**src/rtl/pipeline_hazard_ctrl.sv**
```systemverilog
// Hazard and sequencing controller for the five-stage core.
// It drives the pipeline-register stall and clear inputs and the EX operand
// forwarding selects. It also runs the post-reset boot flush and freezes the
// pipeline while a data-memory access is outstanding, with a timeout guard.
module pipeline_hazard_ctrl #(
    parameter int BOOT_FLUSH_CYCLES = 2,
    parameter int MEM_TIMEOUT       = 64,
    parameter int CNT_W             = 16
) (
    input  logic             clk,
    input  logic             reset_n,
    input  logic [4:0]       de_rs1,
    input  logic [4:0]       de_rs2,
    input  logic [4:0]       ex_rs1,
    input  logic [4:0]       ex_rs2,
    input  logic [4:0]       ex_rd,
    input  logic             ex_is_load,
    input  logic             ex_pc_src,
    input  logic [4:0]       mem_rd,
    input  logic             mem_reg_write,
    input  logic [4:0]       wb_rd,
    input  logic             wb_reg_write,
    input  logic             mem_req,
    input  logic             mem_ack,
    output logic             if_stall,
    output logic             de_stall,
    output logic             ex_stall,
    output logic             mem_stall,
    output logic             de_clear,
    output logic             ex_clear,
    output logic             wb_clear,
    output logic [1:0]       fwd_a,
    output logic [1:0]       fwd_b,
    output logic             mem_error,
    output logic [CNT_W-1:0] stall_cycles,
    output logic [CNT_W-1:0] flush_count
);

    localparam int BOOT_W = $clog2(BOOT_FLUSH_CYCLES + 1);
    localparam int WAIT_W = $clog2(MEM_TIMEOUT);

    typedef enum logic [1:0] {BOOT, RUN, MEM_WAIT} state_t;

    state_t            state, state_nxt;
    logic [BOOT_W-1:0] boot_cnt;
    logic [WAIT_W-1:0] wait_cnt;
    logic              req_block;    // set by a timeout until mem_req drops
    logic              freeze;
    logic              hazard_en;    // branch/load-use rules are evaluated
    logic              branch_flush;
    logic              timeout;
    logic              load_use;
    logic              boot_done;

    assign load_use  = ex_is_load && (ex_rd != 5'd0) &&
                       ((ex_rd == de_rs1) || (ex_rd == de_rs2));
    assign boot_done = (boot_cnt == BOOT_W'(BOOT_FLUSH_CYCLES - 1));

    // Next-state logic and pipeline control decode
    always_comb begin
        state_nxt    = state;
        freeze       = 1'b0;
        hazard_en    = 1'b0;
        branch_flush = 1'b0;
        timeout      = 1'b0;
        if_stall     = 1'b0;
        de_stall     = 1'b0;
        ex_stall     = 1'b0;
        mem_stall    = 1'b0;
        de_clear     = 1'b0;
        ex_clear     = 1'b0;
        wb_clear     = 1'b0;
        case (state)
            BOOT: begin
                de_clear = 1'b1;
                ex_clear = 1'b1;
                if (boot_done) state_nxt = RUN;
            end
            RUN: begin
                if (mem_req && !mem_ack && !req_block) begin
                    freeze    = 1'b1;
                    state_nxt = MEM_WAIT;
                end else begin
                    hazard_en = 1'b1;
                end
            end
            MEM_WAIT: begin
                if (mem_ack) begin
                    // Freeze drops on the ack cycle; normal hazards resume at once.
                    hazard_en = 1'b1;
                    state_nxt = RUN;
                end else begin
                    freeze = 1'b1;
                    if (wait_cnt == WAIT_W'(MEM_TIMEOUT - 2)) begin
                        timeout   = 1'b1;
                        state_nxt = RUN;
                    end
                end
            end
            default: state_nxt = BOOT;
        endcase

        if (freeze) begin
            if_stall  = 1'b1;
            de_stall  = 1'b1;
            ex_stall  = 1'b1;
            mem_stall = 1'b1;
            wb_clear  = 1'b1;
        end else if (hazard_en) begin
            if (ex_pc_src) begin
                // The DE instruction is squashed, so any load-use hazard is moot.
                branch_flush = 1'b1;
                de_clear     = 1'b1;
                ex_clear     = 1'b1;
            end else if (load_use) begin
                if_stall = 1'b1;
                de_stall = 1'b1;
                ex_clear = 1'b1;
            end
        end
    end

    // EX forwarding selects; MEM result is newer than WB so it wins
    always_comb begin
        fwd_a = 2'b00;
        fwd_b = 2'b00;
        if (mem_reg_write && mem_rd != 5'd0 && mem_rd == ex_rs1)    fwd_a = 2'b10;
        else if (wb_reg_write && wb_rd != 5'd0 && wb_rd == ex_rs1)  fwd_a = 2'b01;
        if (mem_reg_write && mem_rd != 5'd0 && mem_rd == ex_rs2)    fwd_b = 2'b10;
        else if (wb_reg_write && wb_rd != 5'd0 && wb_rd == ex_rs2)  fwd_b = 2'b01;
    end

    // State, boot/wait counters, timeout bookkeeping
    always_ff @(posedge clk or negedge reset_n) begin
        if (!reset_n) begin
            state     <= BOOT;
            boot_cnt  <= '0;
            wait_cnt  <= '0;
            req_block <= 1'b0;
            mem_error <= 1'b0;
        end else begin
            state <= state_nxt;
            if (state == BOOT && !boot_done) boot_cnt <= boot_cnt + 1'b1;
            if (state == MEM_WAIT && !mem_ack && !timeout) wait_cnt <= wait_cnt + 1'b1;
            else                                           wait_cnt <= '0;
            req_block <= timeout | (req_block & mem_req);
            mem_error <= mem_error | timeout;
        end
    end

    // Saturating performance counters
    always_ff @(posedge clk or negedge reset_n) begin
        if (!reset_n) begin
            stall_cycles <= '0;
            flush_count  <= '0;
        end else begin
            if (if_stall && stall_cycles != '1)    stall_cycles <= stall_cycles + 1'b1;
            if (branch_flush && flush_count != '1) flush_count  <= flush_count + 1'b1;
        end
    end

endmodule

```
**config.mk**
```make
export PLATFORM = sky130hd
export DESIGN_NAME = pipeline_hazard_ctrl
export DESIGN_NICKNAME = d
export VERILOG_FILES = /design/src/rtl/pipeline_hazard_ctrl.sv
export SDC_FILE = /design/constraint.sdc
export NUM_CORES = 1
export LEC_CHECK = 0
export ABC_AREA = 1
export ABC_CLOCK_PERIOD_IN_PS = 1800
export BUFFER_PORTS_ARGS = -buffer_cell sky130_fd_sc_hd__buf_2
export CAP_MARGIN = 20
export CORE_MARGIN = 4
export CORE_UTILIZATION = 48
export CTS_CLUSTER_DIAMETER = 80
export CTS_CLUSTER_SIZE = 14
export DETAILED_ROUTE_END_ITERATION = 7
export HOLD_SLACK_MARGIN = 0.02
export PLACE_DENSITY = 0.78
export RECOVER_POWER = 50
export SLEW_MARGIN = 0
export SYNTH_ARGS = -nofsm -noshare
export SYNTH_HDL_FRONTEND = slang
export SYNTH_SLANG_ARGS = --single-unit
```
**constraint.sdc**
```tcl
create_clock -name clk -period 1.8 [get_ports clk]
set_input_delay 0.09 -clock clk [delete_from_list [all_inputs] [get_ports clk]]
set_output_delay 0.09 -clock clk [all_outputs]
set_load 0.05 [all_outputs]
```
==> results.md, run 1 <==
Final layout:
- The utilization after layout is roughly 67%.
- After the flow finishes, the layout carries non-filler instances totaling 615.
- At the end of the flow, the number of nets in the layout was just under 600.
- Relative to the synthesized area, the layout overhead comes to 32.27%.
- The number of diodes is 0.
- The number of filler instances in the final layout is roughly 520.
- The fraction of layout cells with a size suffix above 1 is ~30%.

CTS:
- Buffers inserted during clock tree synthesis total 5.
- The longest clock path from root to sink contains 2 buffers.
- After clock tree synthesis, the clock-pin slew on the worst setup and hold paths is ~0.08 ns.
- The later pin in the worst-skew pair is clocked with a latency of 0.30 ns.
- The clock drives 44 sinks.
- The TritonCTS clock tree is built.
- The cell sitting at the root of the clock tree is a sky130_fd_sc_hd__clkbuf_8.
- The H-tree was split into 2 levels.

STA:
- The final number of max-transition violations is 0.
- The clock skew after layout is about 0.0054 ns.
- Static timing analysis puts the maximum clock frequency at 0.5404 GHz.
- The clock period minus final worst setup slack is ~1.9 ns.
- In this run the tightest slew margin relative to its limit is between 20% and 30%.
- The transition at the pin with the smallest max-transition slack is about 1.1 ns.
- Setup repair after global routing could not meet its margin everywhere.
- The fraction of the cycle the final worst path needs is 102.8%.
- After layout, the worst setup slack is -0.05060 ns.
- Setup violations remaining at the end of the flow were counted as 6.
- The final-layout setup total negative slack is -0.1764 ns.
- The hold violation count in the final report is 0.

Critical path:
- Tracing the worst setup path back leads to its startpoint at state[1].
- The worst setup path is of the register to primary output kind.
- The critical path capture point type is a primary output.
- Data arrives at the worst endpoint at around 1.8 ns.
- The kind of start point of the critical path is a register.
- The worst register-to-register path begins at state[1].
- The largest fanout on the critical path is 4.
- The required time reported for the critical path endpoint is about 1.7 ns.

Synthesis:
- The total standard cell area after synthesis is roughly 0.0031 mm^2.
- The synthesized design contains 0 enable-type register cells.
- In this run the biggest area consumer among cell types represents 36.08% of the synthesized area.
- For this run, the number of Yosys warnings is 0.
- The total of flip-flops plus latches after synthesis is 44.
- The count of different cell masters after synthesis is 28.
- In the synthesized netlist the dominant register cell turns out to be sky130_fd_sc_hd__dfrtp_1.
- The net count after synthesis is roughly 480.
- sky130_fd_sc_hd__dfrtp_1 takes more of the synthesized area than any other cell.
- The post-synthesis average cell area is slightly above 7 um^2.
- By area the synthesized netlist is led by sky130_fd_sc_hd__dfrtp_1, sky130_fd_sc_hd__nand2_1, sky130_fd_sc_hd__nand3_1.
- The share of synthesized area occupied by flip-flops and latches is a little over a third.
- Synthesis handed over a netlist of about 430 instances.
- The share of synthesized registers carrying an async set or reset is 100.0%.

Die:
- The core region is 0.006061 mm^2.
- The total die area is ~0.0077 mm^2.
- The floorplan has 28 rows.
- The total I/O pin count is 87.
- The floorplan die height is 87.74 um.
- Once the floorplan was initialized, standard cells occupied 50.35% of the core.
- From left edge to right edge, the die measures 87.74 um.

Flow run:
- The tool flagged a number of max-cap violations equal to 0.

Placement:
- Detailed placement finished with a half-perimeter wire length of approximately 5600 um.
- The port buffer count is between 80 and 90.
- The final estimated routing congestion in global placement is 0.8954.
- Counting tap cells, the placed design contains a total of 593 instances.

GRT:
- The first global-routing pass estimated 12370 um of wire.
- The global router's overall resource usage is around 20%.
- The number of antenna violations at the first check in global routing is 0.
- Entering global routing, the biggest net connects between 40 and 50 pins.
- The residual overflow from global routing is 0.
- The via count of the first global-routing pass is roughly 2900.

Drt:
- In this run, the number of DRC markers left after iteration 0 of detailed routing was between 100 and 150.
- The post-detailed-route wirelength per cell is roughly 12 um.
- After detailed routing, the number of vias per cell comes to between 4 and 5.
- The count of nets left with antenna violations once routing finished came out at 0.
- After detailed routing, the number of remaining DRC violations is 0.
- The number of iterations in the first detailed-routing pass is 4.
- The routed via count is 3039.
- Summed over all layers, the routed wires come to approximately 7400 um.

Power and ir drop:
- The power per unit of standard cell area is between 1000 and 1500 mW/mm^2.
- The maximum ir drop on the vdd rail is approximately 0.95 mV.
- In this run the static leakage power is between 2 and 2.5 nW.

Min path:
- In this run the worst hold path is classified as input pin to register.
- In this run the most critical hold path is launched from mem_ack.

Run status:
- The run finished, with violations left.
- The checks that failed: setup timing.
## final cells by class
cell class	instances	area (um^2)	share of cell area [%]
Multi-Input combinational cell	318	1813	44.92
Sequential cell	44	1115	27.62
Timing Repair Buffer	115	695.7	17.23
Inverter	56	222.7	5.518
Clock buffer	7	96.34	2.387
Tap cell	75	93.84	2.325
## cells in the final DEF (no fill, tap or decap), drive strengths merged
cell type | Yosys | routed
o31ai | 1 | 1
nand3 | 40 | 40
xor2 | 20 | 20
ha | 10 | 10
nor4 | 4 | 4
nor3 | 16 | 16
xnor2 | 21 | 21
dfrtp | 44 | 44
nand4 | 8 | 8
dlygate4sd3 | 0 | 2
buf | 9 | 101
nand3b | 1 | 1
o21ai | 17 | 17
and3 | 1 | 1
nand2 | 134 | 135
inv | 55 | 54
nor2 | 40 | 40
clkinv | 1 | 2
clkbuf | 0 | 19
a21oi | 3 | 3
nor3b | 1 | 1
## metrics by stage
step	hold WS, ns	instance area (um^2)	worst slack, ns	power (mW)
floorplan	-0.2056	3142	-0.2155	2.985
global placement	0.2067	3706	0.06100	3.458
detailed placement	0.2125	3706	-0.04454	3.523
CTS	0.2564	3941	-0.07085	4.475
global route	0.3054	4036	-0.1752	4.869
finish	0.2534	4036	-0.05060	4.559
## cell usage after synthesis (2+ instances only)
library cell              count
sky130_fd_sc_hd__nand2_1    130
sky130_fd_sc_hd__nand4_1      8
sky130_fd_sc_hd__nor4_1       4
sky130_fd_sc_hd__dfrtp_1     44
sky130_fd_sc_hd__a21oi_1      3
sky130_fd_sc_hd__nand2_2      3
sky130_fd_sc_hd__nor3_1      15
sky130_fd_sc_hd__nor2_1      36
sky130_fd_sc_hd__inv_1       47
sky130_fd_sc_hd__o21ai_0      9
sky130_fd_sc_hd__xor2_1      20
sky130_fd_sc_hd__o21ai_2      4
sky130_fd_sc_hd__xnor2_1     21
sky130_fd_sc_hd__buf_2        3
sky130_fd_sc_hd__nor2_2       4
sky130_fd_sc_hd__o21ai_1      4
sky130_fd_sc_hd__inv_2        8
sky130_fd_sc_hd__ha_1        10
sky130_fd_sc_hd__nand3_1     40
sky130_fd_sc_hd__buf_6        2
sky130_fd_sc_hd__buf_4        4
## repair_timing
| item | in CTS | in global routing |
|---|---|---|
| buffers inserted | 6 | 8 |
| endpoints found under the setup margin | 21 | 36 |
| hold endpoints to repair | 45 | 0 |
| gates resized for setup | 21 | 16 |
| gates cloned | 0 | 1 |
| pin swaps | 4 | 8 |
| hold buffers | 2 | 0 |
## critical path, stage by stage, from the launching register on
cell	delay [ns]
sky130_fd_sc_hd__dfrtp_1	0.43
sky130_fd_sc_hd__inv_2	0.14
sky130_fd_sc_hd__ha_4	0.15
sky130_fd_sc_hd__nand2_2	0.06
sky130_fd_sc_hd__nand2_2	0.06
sky130_fd_sc_hd__nand2_1	0.05
sky130_fd_sc_hd__nor2_1	0.09
sky130_fd_sc_hd__nand3_1	0.09
sky130_fd_sc_hd__nand2_2	0.12
sky130_fd_sc_hd__buf_6	0.14
sky130_fd_sc_hd__buf_8	0.14
## path summary, 6_finish.rpt
kind                                    to  slack (ns)  depth (start not counted)
max                               de_stall       -0.05                         10
min                              req_block        0.25                          5
max reg2reg                flush_count[11]       -0.02                         11
min reg2reg                      mem_error        0.47                          2
max in group asynchronous  stall_cycles[1]        0.44                          3
min in group asynchronous        req_block        0.61                          3
## state kept, by name (all words and copies together), names as in the netlist
| signal | count |
|---|---|
| flush_count | 16 |
| stall_cycles | 16 |
| wait_cnt | 6 |
| boot_cnt | 2 |
| state | 2 |
| mem_error | 1 |
| req_block | 1 |
## report_power, final
part / switching [mW] / internal [mW] / total [mW]
Combinational: 1.63 / 0.899 / 2.53
Sequential: 0.180 / 1.18 / 1.36
Clock: 0.332 / 0.342 / 0.674
## kinds of logic (layout without fill, tap and decap cells)
kind of cell,count (synthesis),after routing,share of synthesized area (%)
simple gates,245,246,34.93
compound gates,21,21,4.018
xor+xnor,41,41,11.77
fa+ha+maj,10,10,4.100
buf+inv,65,178,9.102
flops,44,44,36.08
## metal layers
metal  vias up  part of all wire (%)  track usage (%)
met2        59                    51            35.00
met5         -                     0                0
met4         0                   1.3            6.555
met1      1404                    44            24.25
met3        11                   3.8            3.857
li1       1565                     -                -
(Power assumes the default switching activity.)
==> run 2, diff against run 1 <==
--- a/config.mk
+++ b/config.mk
@@ -6,16 +6,16 @@
 export NUM_CORES = 1
 export LEC_CHECK = 0
 export ABC_AREA = 1
-export ABC_CLOCK_PERIOD_IN_PS = 1800
+export ABC_CLOCK_PERIOD_IN_PS = 2400
 export BUFFER_PORTS_ARGS = -buffer_cell sky130_fd_sc_hd__buf_2
-export CAP_MARGIN = 20
+export CAP_MARGIN = 25
 export CORE_MARGIN = 4
-export CORE_UTILIZATION = 48
+export CORE_UTILIZATION = 53
 export CTS_CLUSTER_DIAMETER = 80
 export CTS_CLUSTER_SIZE = 14
 export DETAILED_ROUTE_END_ITERATION = 7
 export HOLD_SLACK_MARGIN = 0.02
-export PLACE_DENSITY = 0.78
+export PLACE_DENSITY = 0.81
 export RECOVER_POWER = 50
 export SLEW_MARGIN = 0
 export SYNTH_ARGS = -nofsm -noshare
==> constraint.sdc (replaced) <==
create_clock -name clk -period 2.4 [get_ports clk]
set_input_delay 0.12 -clock clk [delete_from_list [all_inputs] [get_ports clk]]
set_output_delay 0.12 -clock clk [all_outputs]
set_load 0.005 [all_outputs]
==> run 2 against run 1 <==
Effect of this change: the run now ends clean; sequential cell count is the same; global-route usage grew 1.0 points; via count shrank 1.9%; power shrank 46%; sequential power shrank 26%; critical path depth is the same; combinational power shrank 62%; clock power shrank 28%; critical path type unchanged; critical endpoint unchanged; highest routed layer unchanged.
==> results.md, run 2 (synthesis gave the netlist of run 1 again) <==
Run status:
- Status: finished clean (was finished, violations left).

CTS:
- The register clock-pin slew on the reported worst setup and hold paths was 0.08 ns (about the same).
- The maximum level of the CTS H-tree is 2 (unchanged).
- The clock network latency to the later pin of the worst-skew pair is 0.30 ns (about the same).
- The TritonCTS clock tree is built (unchanged).
- The number of buffers added by the clock tree synthesis step was 5 (unchanged).
- The number of clock sinks seen by CTS is 44 (unchanged).
- The number of buffers between clock root and the deepest sink is 2 (unchanged).
- The root cell of the clock tree is sky130_fd_sc_hd__clkbuf_8 (unchanged).

STA:
- For this run, the top clock speed supported by timing is about 0.47 GHz.
- The final-layout worst hold slack came to 0.04989 ns (was 0.2534 ns).
- The clock skew after layout is 0.01119 ns (was 0.005393 ns).
- The final critical path takes up 88.53% of the cycle.
- The count of endpoints failing setup in the final report is 0 (was 6).
- The final-layout setup total negative slack came to 0 ns (was -0.1764 ns).
- The hold violation count in the final report is 0 (unchanged).
- The transition at the pin with the smallest max-transition slack came to 1.040 ns (was 1.101 ns).
- For the finished layout, the period the worst path requires is between 2 and 2.5 ns.
- The remaining max-slew budget at the tightest pin is 30.69% (was 26.57%).
- The worst setup margin is 0.2754 ns (was -0.05060 ns).
- The final number of max-transition violations is 0 (unchanged).
- Setup repair after global routing missed its margin: no (was yes).

Final layout:
- The number of filler instances in the final layout is 517 (was 518).
- The number of diodes is 0 (unchanged).
- The area used by multi-input combinational logic is 0.001675 mm^2 (was 0.001813 mm^2).
- The fraction of layout cells with a size suffix above 1 is 20.97% (was 30.00%).
- The layout-stage area growth over the synthesis result came to 18.49% (was 32.27%).
- Commonest cells after routing, fill and taps aside: sky130_fd_sc_hd__nand2_1, sky130_fd_sc_hd__buf_2, sky130_fd_sc_hd__inv_1 (unchanged).
- The area taken by flip-flops and latches came to 0.001101 mm^2 (was 0.001115 mm^2).
- The commonest non-fill, non-tap cell in the layout is sky130_fd_sc_hd__nand2_1 (unchanged).
- The count of nets after finishing was 567 (was 593).
- The utilization after layout is 65.27% (was 66.60%).
- Biggest regs: flush_count (16), stall_cycles (16), wait_cnt (6) (unchanged).

Drt:
- The DRC violations left is 0 (unchanged).
- The antenna violation net count after detailed routing is 0 (unchanged).
- The post-detailed-route wirelength per cell is 11.82 um (was 12.04 um).
- The routed via count came to 2980 (was 3039).
- The overall routed net length is 6938 um (was 7406 um).
- The initial DRC count came to 115 (was 145).
- The via density per instance was 5.077 (was 4.941).
- The number of iterations in the first detailed-routing pass is 6 (was 4).

Die:
- The width of the die was 83.88 um (was 87.74 um).
- The total die area is 0.007036 mm^2 (was 0.007697 mm^2).
- The floorplan die height was 83.88 um (was 87.74 um).
- The core area is 0.005540 mm^2 (was 0.006061 mm^2).
- The starting density of the core is 55.08% (was 50.35%).
- The number of rows created at floorplan is 27 (was 28).
- The total I/O pin count is 87 (unchanged).

Placement:
- The placement-stage worst setup slack is 0.3642 ns (was -0.04454 ns).
- The final estimated routing congestion in global placement is 0.8720 (was 0.8954).
- The detailed placer's ending HPWL was 5522 um (was 5614 um).
- The port buffer count is 86 (unchanged).

Critical path:
- The critical path capture point type is a primary output (unchanged).
- The highest cell delay on the worst timing path is 0.43 ns (about the same).
- The slowest library cell on the worst path is sky130_fd_sc_hd__dfrtp_1 (unchanged).
- The critical path class is register to primary output (unchanged).
- The kind of start point of the critical path is a register (unchanged).
- The largest fanout on the critical path is 15 (was 4).
- The most common cell type on the critical path is sky130_fd_sc_hd__nand2_1 (was sky130_fd_sc_hd__nand2_2).
- The required time reported for the critical path endpoint is 2.28 ns (was 1.71 ns).
- Cells traversed along the worst timing path: inv_1 > ha_1 > nand2_1 > nand2_1 > nand2_1 > nor2_1 > nand3_1 > nand2_2 > buf_4 > buf_2 (was inv_2 > ha_4 > nand2_2 > nand2_2 > nand2_1 > nor2_1 > nand3_1 > nand2_2 > buf_6 > buf_8).
- The arrival time at the worst endpoint is 2.00 ns (was 1.76 ns).

Power and ir drop:
- The final total power is 2.450 mW (was 4.559 mW).
- The power per unit of standard cell area is 677.6 mW/mm^2 (was 1129 mW/mm^2).
- The leakage power came to 1.882 nW (was 2.027 nW).
- The maximum ir drop on the vdd rail is 0.4957 mV (was 0.9520 mV).

GRT:
- The wire length of the first global-routing pass was 12410 um (was 12370 um).
- The residual overflow from global routing came to 0 (unchanged).
- The maximum number of pins on one net before global-route repair is 45 (unchanged).
- The number of antenna violations at the first check in global routing came to 0 (unchanged).
- The global router's overall resource usage is 20.85% (was 19.85%).
- The via count of the first global-routing pass is 2961 (was 2895).

Flow run:
- The count of maximum capacitance violations is 0 (unchanged).

Min path:
- The class of the worst hold path is input pin to register (unchanged).
-- run 2: cell types whose count changed in the layout (fill, tap and decap cells not counted), sizes merged --
cell         before  now
clkinv            2    3
nand2           135  134
inv              54   55
clkbuf           19   18
dlygate4sd3       2    1
buf             101   77
-- run 2: power by group --
| group | internal (mW) | leakage (nW) | switching, mW |
|---|---|---|---|
| Sequential | 0.872 | 0.587 | 0.137 |
| Combinational | 0.378 | 1.24 | 0.576 |
| Clock | 0.230 | 0.0510 | 0.257 |
-- run 2: critical path: cells and delay by family, from the launching register on --
| family | cells | cell delay (ns) |
|---|---|---|
| and+or+nand+nor | 6 | 0.60 |
| adders and majority gates | 1 | 0.20 |
| buffers and inverters | 3 | 0.47 |
| DFF | 1 | 0.43 |
-- run 2: cell type report --
cell class	instances	area share, %
timing repair buffer	90	12.35
clock buffer	6	2.284
tap	72	2.491
sequential	44	30.45
inverter	56	5.813
multi-input combinational	317	46.33
clock inverter	2	0.2768
-- run 2: stage by stage --
step | std cells | instance area (um^2)
2_1_floorplan | 426 | 3052
3_3_place_gp | 577 | 3520
3_5_place_dp | 577 | 3520
4_1_cts | 586 | 3622
5_1_grt | 587 | 3616
6_report | 587 | 3616
-- run 2: path summary, 6_finish.rpt --
kind / start / endpoint / slack (ns) / depth (start not counted)
min in group asynchronous: reset_n / wait_cnt[4] / 0.14 / 2
hold / removal: mem_req / req_block / 0.05 / 3
setup / recovery: state[0] / de_stall / 0.28 / 10
max in group asynchronous: reset_n / state[1] / 1.03 / 3
hold reg to reg: mem_error / mem_error / 0.48 / 2
setup reg to reg: state[0] / flush_count[6] / 0.38 / 12
-- run 2: per-layer routing --
layer  part of all wire, %  GRT usage (%)  wire length, um
met1                    42          25.95             2934
met2                    50          35.65             3500
met3                   4.7          4.344              329
met4                   2.5          7.456              174
met5                     0              0                0
-- run 2: what timing repair did --
action,in CTS,in global routing
endpoints found under the setup margin,0,2
hold buffers,1,0
setup buffers,0,0
endpoints found under the hold margin,44,0
resized for setup,0,1
==> run 3, diff against run 2 <==
--- a/config.mk
+++ b/config.mk
@@ -5,17 +5,17 @@
 export SDC_FILE = /design/constraint.sdc
 export NUM_CORES = 1
 export LEC_CHECK = 0
-export ABC_AREA = 1
 export ABC_CLOCK_PERIOD_IN_PS = 2400
 export BUFFER_PORTS_ARGS = -buffer_cell sky130_fd_sc_hd__buf_2
 export CAP_MARGIN = 25
-export CORE_MARGIN = 4
+export CORE_MARGIN = 3
 export CORE_UTILIZATION = 53
 export CTS_CLUSTER_DIAMETER = 80
 export CTS_CLUSTER_SIZE = 14
 export DETAILED_ROUTE_END_ITERATION = 7
 export HOLD_SLACK_MARGIN = 0.02
-export PLACE_DENSITY = 0.81
+export MAX_ROUTING_LAYER = met4
+export PLACE_DENSITY = 0.83
 export RECOVER_POWER = 50
 export SLEW_MARGIN = 0
 export SYNTH_ARGS = -nofsm -noshare
==> run 3 against run 2 <==
Effect of this change: clock-buffer cell count stayed put; non-clock buffer count is 4 higher; utilization is 3.0 points higher; critical path depth is 2 lower; combinational power is 25% lower; die area is 16% lower.
==> results.md, run 3 <==
Critical path:
- The capturing point of the worst reg2reg path is stall_cycles[9] (was flush_count[6]).
- The logic depth of the worst register-to-register path is 8 (was 12).
- The highest cell delay on the worst timing path is 0.43 ns (about the same).
- The largest fanout on the critical path is 9 (was 15).
- The family with the most delay on the worst path is simple AND/OR/NAND/NOR gates (unchanged).
- The critical path capture point type is a register (was primary output).
- The startpoint of the worst register-to-register path is state[0] (unchanged).
- Cells traversed along the worst timing path: inv_1 > ha_1 > or2b_1 > a21oi_2 > a31oi_4 > buf_4 > nor4_1 > xor2_1 (was inv_1 > ha_1 > nand2_1 > nand2_1 > nand2_1 > nor2_1 > nand3_1 > nand2_2 > buf_4 > buf_2).
- The critical path class was register to register (was register to primary output).
- The required time reported for the critical path endpoint is 2.63 ns (was 2.28 ns).
- The slowest library cell on the worst path is sky130_fd_sc_hd__dfrtp_1 (unchanged).
- The kind of start point of the critical path is a register (unchanged).
- The count of buffer and inverter cells on the critical path is 2 (was 3).
- The arrival time at the worst endpoint is 2.43 ns (was 2.00 ns).
- The setup slack on the worst flop-to-flop path is 0.20 ns (was 0.38 ns).

Synthesis:
- The area share of the largest cell type after synthesis was 41.59% (was 36.08%).
- The net count after synthesis was 312 (was 479).
- The post-synthesis average cell area is 10.22 um^2 (was 7.164 um^2).
- The share of synthesized registers carrying an async set or reset is 100.0% (unchanged).
- The most used flip-flop cell after synthesis is sky130_fd_sc_hd__dfrtp_1 (unchanged).
- The count of different cell masters after synthesis came to 41 (was 28).
- The share of synthesized area occupied by flip-flops and latches was 41.59% (was 36.08%).
- The total of flip-flops plus latches after synthesis was 44 (unchanged).
- The library cell occupying the most area in the post-synthesis netlist is sky130_fd_sc_hd__dfrtp_1 (unchanged).
- Area contributors post-synth: sky130_fd_sc_hd__dfrtp_1, sky130_fd_sc_hd__xor2_1, sky130_fd_sc_hd__xnor2_1 (was sky130_fd_sc_hd__dfrtp_1, sky130_fd_sc_hd__nand2_1, sky130_fd_sc_hd__nand3_1).
- The dominant cell by count in the synthesized netlist is sky130_fd_sc_hd__dfrtp_1 (was sky130_fd_sc_hd__nand2_1).
- The number of enable flip-flop cells after synthesis is 0 (unchanged).
- The synthesized netlist cell count is 259 (was 426).
- Top cells by count, synth: sky130_fd_sc_hd__dfrtp_1, sky130_fd_sc_hd__xor2_1, sky130_fd_sc_hd__xnor2_1 (was sky130_fd_sc_hd__nand2_1, sky130_fd_sc_hd__inv_1, sky130_fd_sc_hd__dfrtp_1).
- The yosys synthesis warning count is 0 (unchanged).
- The total standard cell area after synthesis is 0.002648 mm^2 (was 0.003052 mm^2).

GRT:
- The global router's overall resource usage came to 21.35% (was 20.85%).
- The via count of the first global-routing pass is 2177 (was 2961).
- The maximum number of pins on one net before global-route repair is 45 (unchanged).
- The number of antenna violations at the first check in global routing came to 0 (unchanged).
- The residual overflow from global routing is 0 (unchanged).
- The wire length of the first global-routing pass is 10040 um (was 12410 um).

Power and ir drop:
- The maximum ir drop on the vdd rail is 0.4446 mV (was 0.4957 mV).
- The final total power is 2.081 mW (was 2.450 mW).
- The leakage power is 1.603 nW (was 1.882 nW).
- The power per unit of standard cell area is 637.0 mW/mm^2 (was 677.6 mW/mm^2).

Drt:
- The number of iterations in the first detailed-routing pass is 4 (was 6).
- The initial DRC count came to 99 (was 115).
- The DRC violations left was 0 (unchanged).
- The post-detailed-route wirelength per cell is 13.95 um (was 11.82 um).
- The overall routed net length is 5872 um (was 6938 um).
- The via density per instance came to 5.219 (was 5.077).
- The routed via count came to 2197 (was 2980).
- The antenna violation net count after detailed routing is 0 (unchanged).

CTS:
- The maximum level of the CTS H-tree is 2 (unchanged).
- The number of buffers added by the clock tree synthesis step is 5 (unchanged).
- The root cell of the clock tree is sky130_fd_sc_hd__clkbuf_8 (unchanged).
- The number of clock sinks seen by CTS is 44 (unchanged).
- The TritonCTS clock tree is built (unchanged).
- The number of buffers between clock root and the deepest sink is 2 (unchanged).
- The clock network latency to the later pin of the worst-skew pair is 0.30 ns (about the same).
- The register clock-pin slew on the reported worst setup and hold paths was 0.08 ns (about the same).

Die:
- The number of rows created at floorplan was 25 (was 27).
- The starting density of the core is 55.32% (was 55.08%).
- The total die area is 0.005879 mm^2 (was 0.007036 mm^2).
- The floorplan die height is 76.68 um (was 83.88 um).
- The core area was 0.004786 mm^2 (was 0.005540 mm^2).
- The total I/O pin count is 87 (unchanged).
- The width of the die came to 76.68 um (was 83.88 um).

Final layout:
- The number of filler instances in the final layout was 396 (was 517).
- The count of nets after finishing is 407 (was 567).
- The area taken by flip-flops and latches is 0.001101 mm^2 (unchanged).
- Biggest regs: flush_count (16), stall_cycles (16), wait_cnt (6) (unchanged).
- Commonest cells after routing, fill and taps aside: sky130_fd_sc_hd__buf_2, sky130_fd_sc_hd__dfrtp_1, sky130_fd_sc_hd__xor2_1 (was sky130_fd_sc_hd__nand2_1, sky130_fd_sc_hd__buf_2, sky130_fd_sc_hd__inv_1).
- The area used by multi-input combinational logic was 0.001488 mm^2 (was 0.001675 mm^2).
- The number of diodes is 0 (unchanged).
- The fraction of layout cells with a size suffix above 1 is 29.10% (was 20.97%).
- The commonest non-fill, non-tap cell in the layout is sky130_fd_sc_hd__buf_2 (was sky130_fd_sc_hd__nand2_1).
- The utilization after layout is 68.26% (was 65.27%).
- The layout-stage area growth over the synthesis result is 23.39% (was 18.49%).

Min path:
- The class of the worst hold path is input pin to register (unchanged).
- The cell depth of the worst min-delay path is 3 (unchanged).
- The hold path startpoint is mem_req (unchanged).
- The worst-case hold path end point is req_block (unchanged).

STA:
- The fraction of the cycle the final worst path needs is 91.60% (was 88.53%).
- The final number of max-transition violations is 0 (unchanged).
- The clock skew after layout is 0.005987 ns (was 0.01119 ns).
- The worst setup margin is 0.2016 ns (was 0.2754 ns).
- The clock period minus final worst setup slack came to 2.198 ns (was 2.125 ns).
- The count of endpoints failing setup in the final report was 0 (unchanged).
- The transition at the pin with the smallest max-transition slack is 1.003 ns (was 1.040 ns).
- The hold violation count in the final report is 0 (unchanged).
- The upper clock frequency limit came to 0.4549 GHz (was 0.4707 GHz).
- The final-layout setup total negative slack is 0 ns (unchanged).
- The remaining max-slew budget at the tightest pin was 33.12% (was 30.69%).

Placement:
- The placement-stage worst setup slack came to 0.1778 ns (was 0.3642 ns).
- The final estimated routing congestion in global placement is 0.8982 (was 0.8720).
- The detailed placer's ending HPWL is 4489 um (was 5522 um).
- The port buffer count was 86 (unchanged).

Run status:
- Status: finished clean (unchanged).

Flow run:
- The count of maximum capacitance violations is 0 (unchanged).
## run 3: changes by cell type after synthesis, moves of 5 or more
cell,previous run,this run
sky130_fd_sc_hd__inv_1,47,8
sky130_fd_sc_hd__inv_2,8,0
sky130_fd_sc_hd__nand2_1,130,20
sky130_fd_sc_hd__nand2b_1,0,6
sky130_fd_sc_hd__nand3_1,40,20
sky130_fd_sc_hd__nor2_1,36,13
sky130_fd_sc_hd__nor3_1,15,1
sky130_fd_sc_hd__nor3_2,0,5
sky130_fd_sc_hd__or4_1,0,5
sky130_fd_sc_hd__xnor2_1,21,29
sky130_fd_sc_hd__xor2_1,20,32
## run 3: cell type report
type | count | share of cell area [%]
Tap cell | 67 | 2.566
Inverter | 8 | 0.9192
Multi-Input combinational cell | 201 | 45.54
Clock buffer | 6 | 2.221
Timing Repair Buffer | 94 | 14.90
Clock inverter | 1 | 0.1532
Sequential cell | 44 | 33.70
## run 3: worst max-delay path by stage
stage             start               end  cells after the start
3_3_place_gp   state[0]   stall_cycles[1]                      7
3_5_place_dp   state[0]   stall_cycles[6]                      7
5_1_grt        state[0]  stall_cycles[13]                      7
4_1_cts        state[0]          if_stall                      7
2_1_floorplan  state[0]  stall_cycles[14]                      7
6_report       state[0]   stall_cycles[9]                      8
## run 3: timing repair
| item | in CTS | in global routing |
|---|---|---|
| hold buffers | 1 | 0 |
| hold endpoints to repair | 44 | 0 |
| resized for setup | 0 | 4 |
| buffers inserted | 0 | 4 |
| endpoints found under the setup margin | 0 | 6 |
## run 3: metrics by stage
stage / std cells / area (um^2) / hold WS (ns)
6_report: 421 / 3267 / 0.04334
5_1_grt: 421 / 3267 / 0.07232
4_1_cts: 416 / 3214 / 0.03826
3_5_place_dp: 408 / 3127 / 0.3212
3_3_place_gp: 408 / 3127 / 0.3167
2_1_floorplan: 259 / 2648 / -0.1756
## run 3: cell families (layout without fill, tap and decap cells)
family | Yosys count | in the layout | synth area share [%]
and+or+nand+nor | 106 | 106 | 23.11
DFF | 44 | 44 | 41.59
AOI/OAI and AO/OA | 20 | 20 | 5.387
xor gates and xnor gates | 61 | 61 | 20.18
muxes | 4 | 4 | 1.985
adders and majority gates | 10 | 10 | 4.726
buffers and inverters | 14 | 109 | 3.024
## run 3: report_power, final
| group | switching, mW | internal, mW |
|---|---|---|
| clock network | 0.243 | 0.198 |
| registers | 0.101 | 0.828 |
| logic | 0.363 | 0.349 |
| total | 0.706 | 1.37 |
## run 3: routing by layer
| metal | part of all wire [%] | vias to the layer above | wire length [um] | GRT usage (%) |
|---|---|---|---|---|
| li1 | - | 1082 | - | - |
| met1 | 41 | 1051 | 2426 | 26.10 |
| met2 | 53 | 55 | 3116 | 35.71 |
| met3 | 4.1 | 9 | 240 | 4.225 |
| met4 | 1.5 | 0 | 88 | 6.522 |
| met5 | 0 | - | 0 | - |
## run 3: worst min-delay path, delay by kind of cell
| family | cells | cell delay [ns] |
|---|---|---|
| buf+inv | 1 | 0.09 |
| simple gates | 2 | 0.09 |
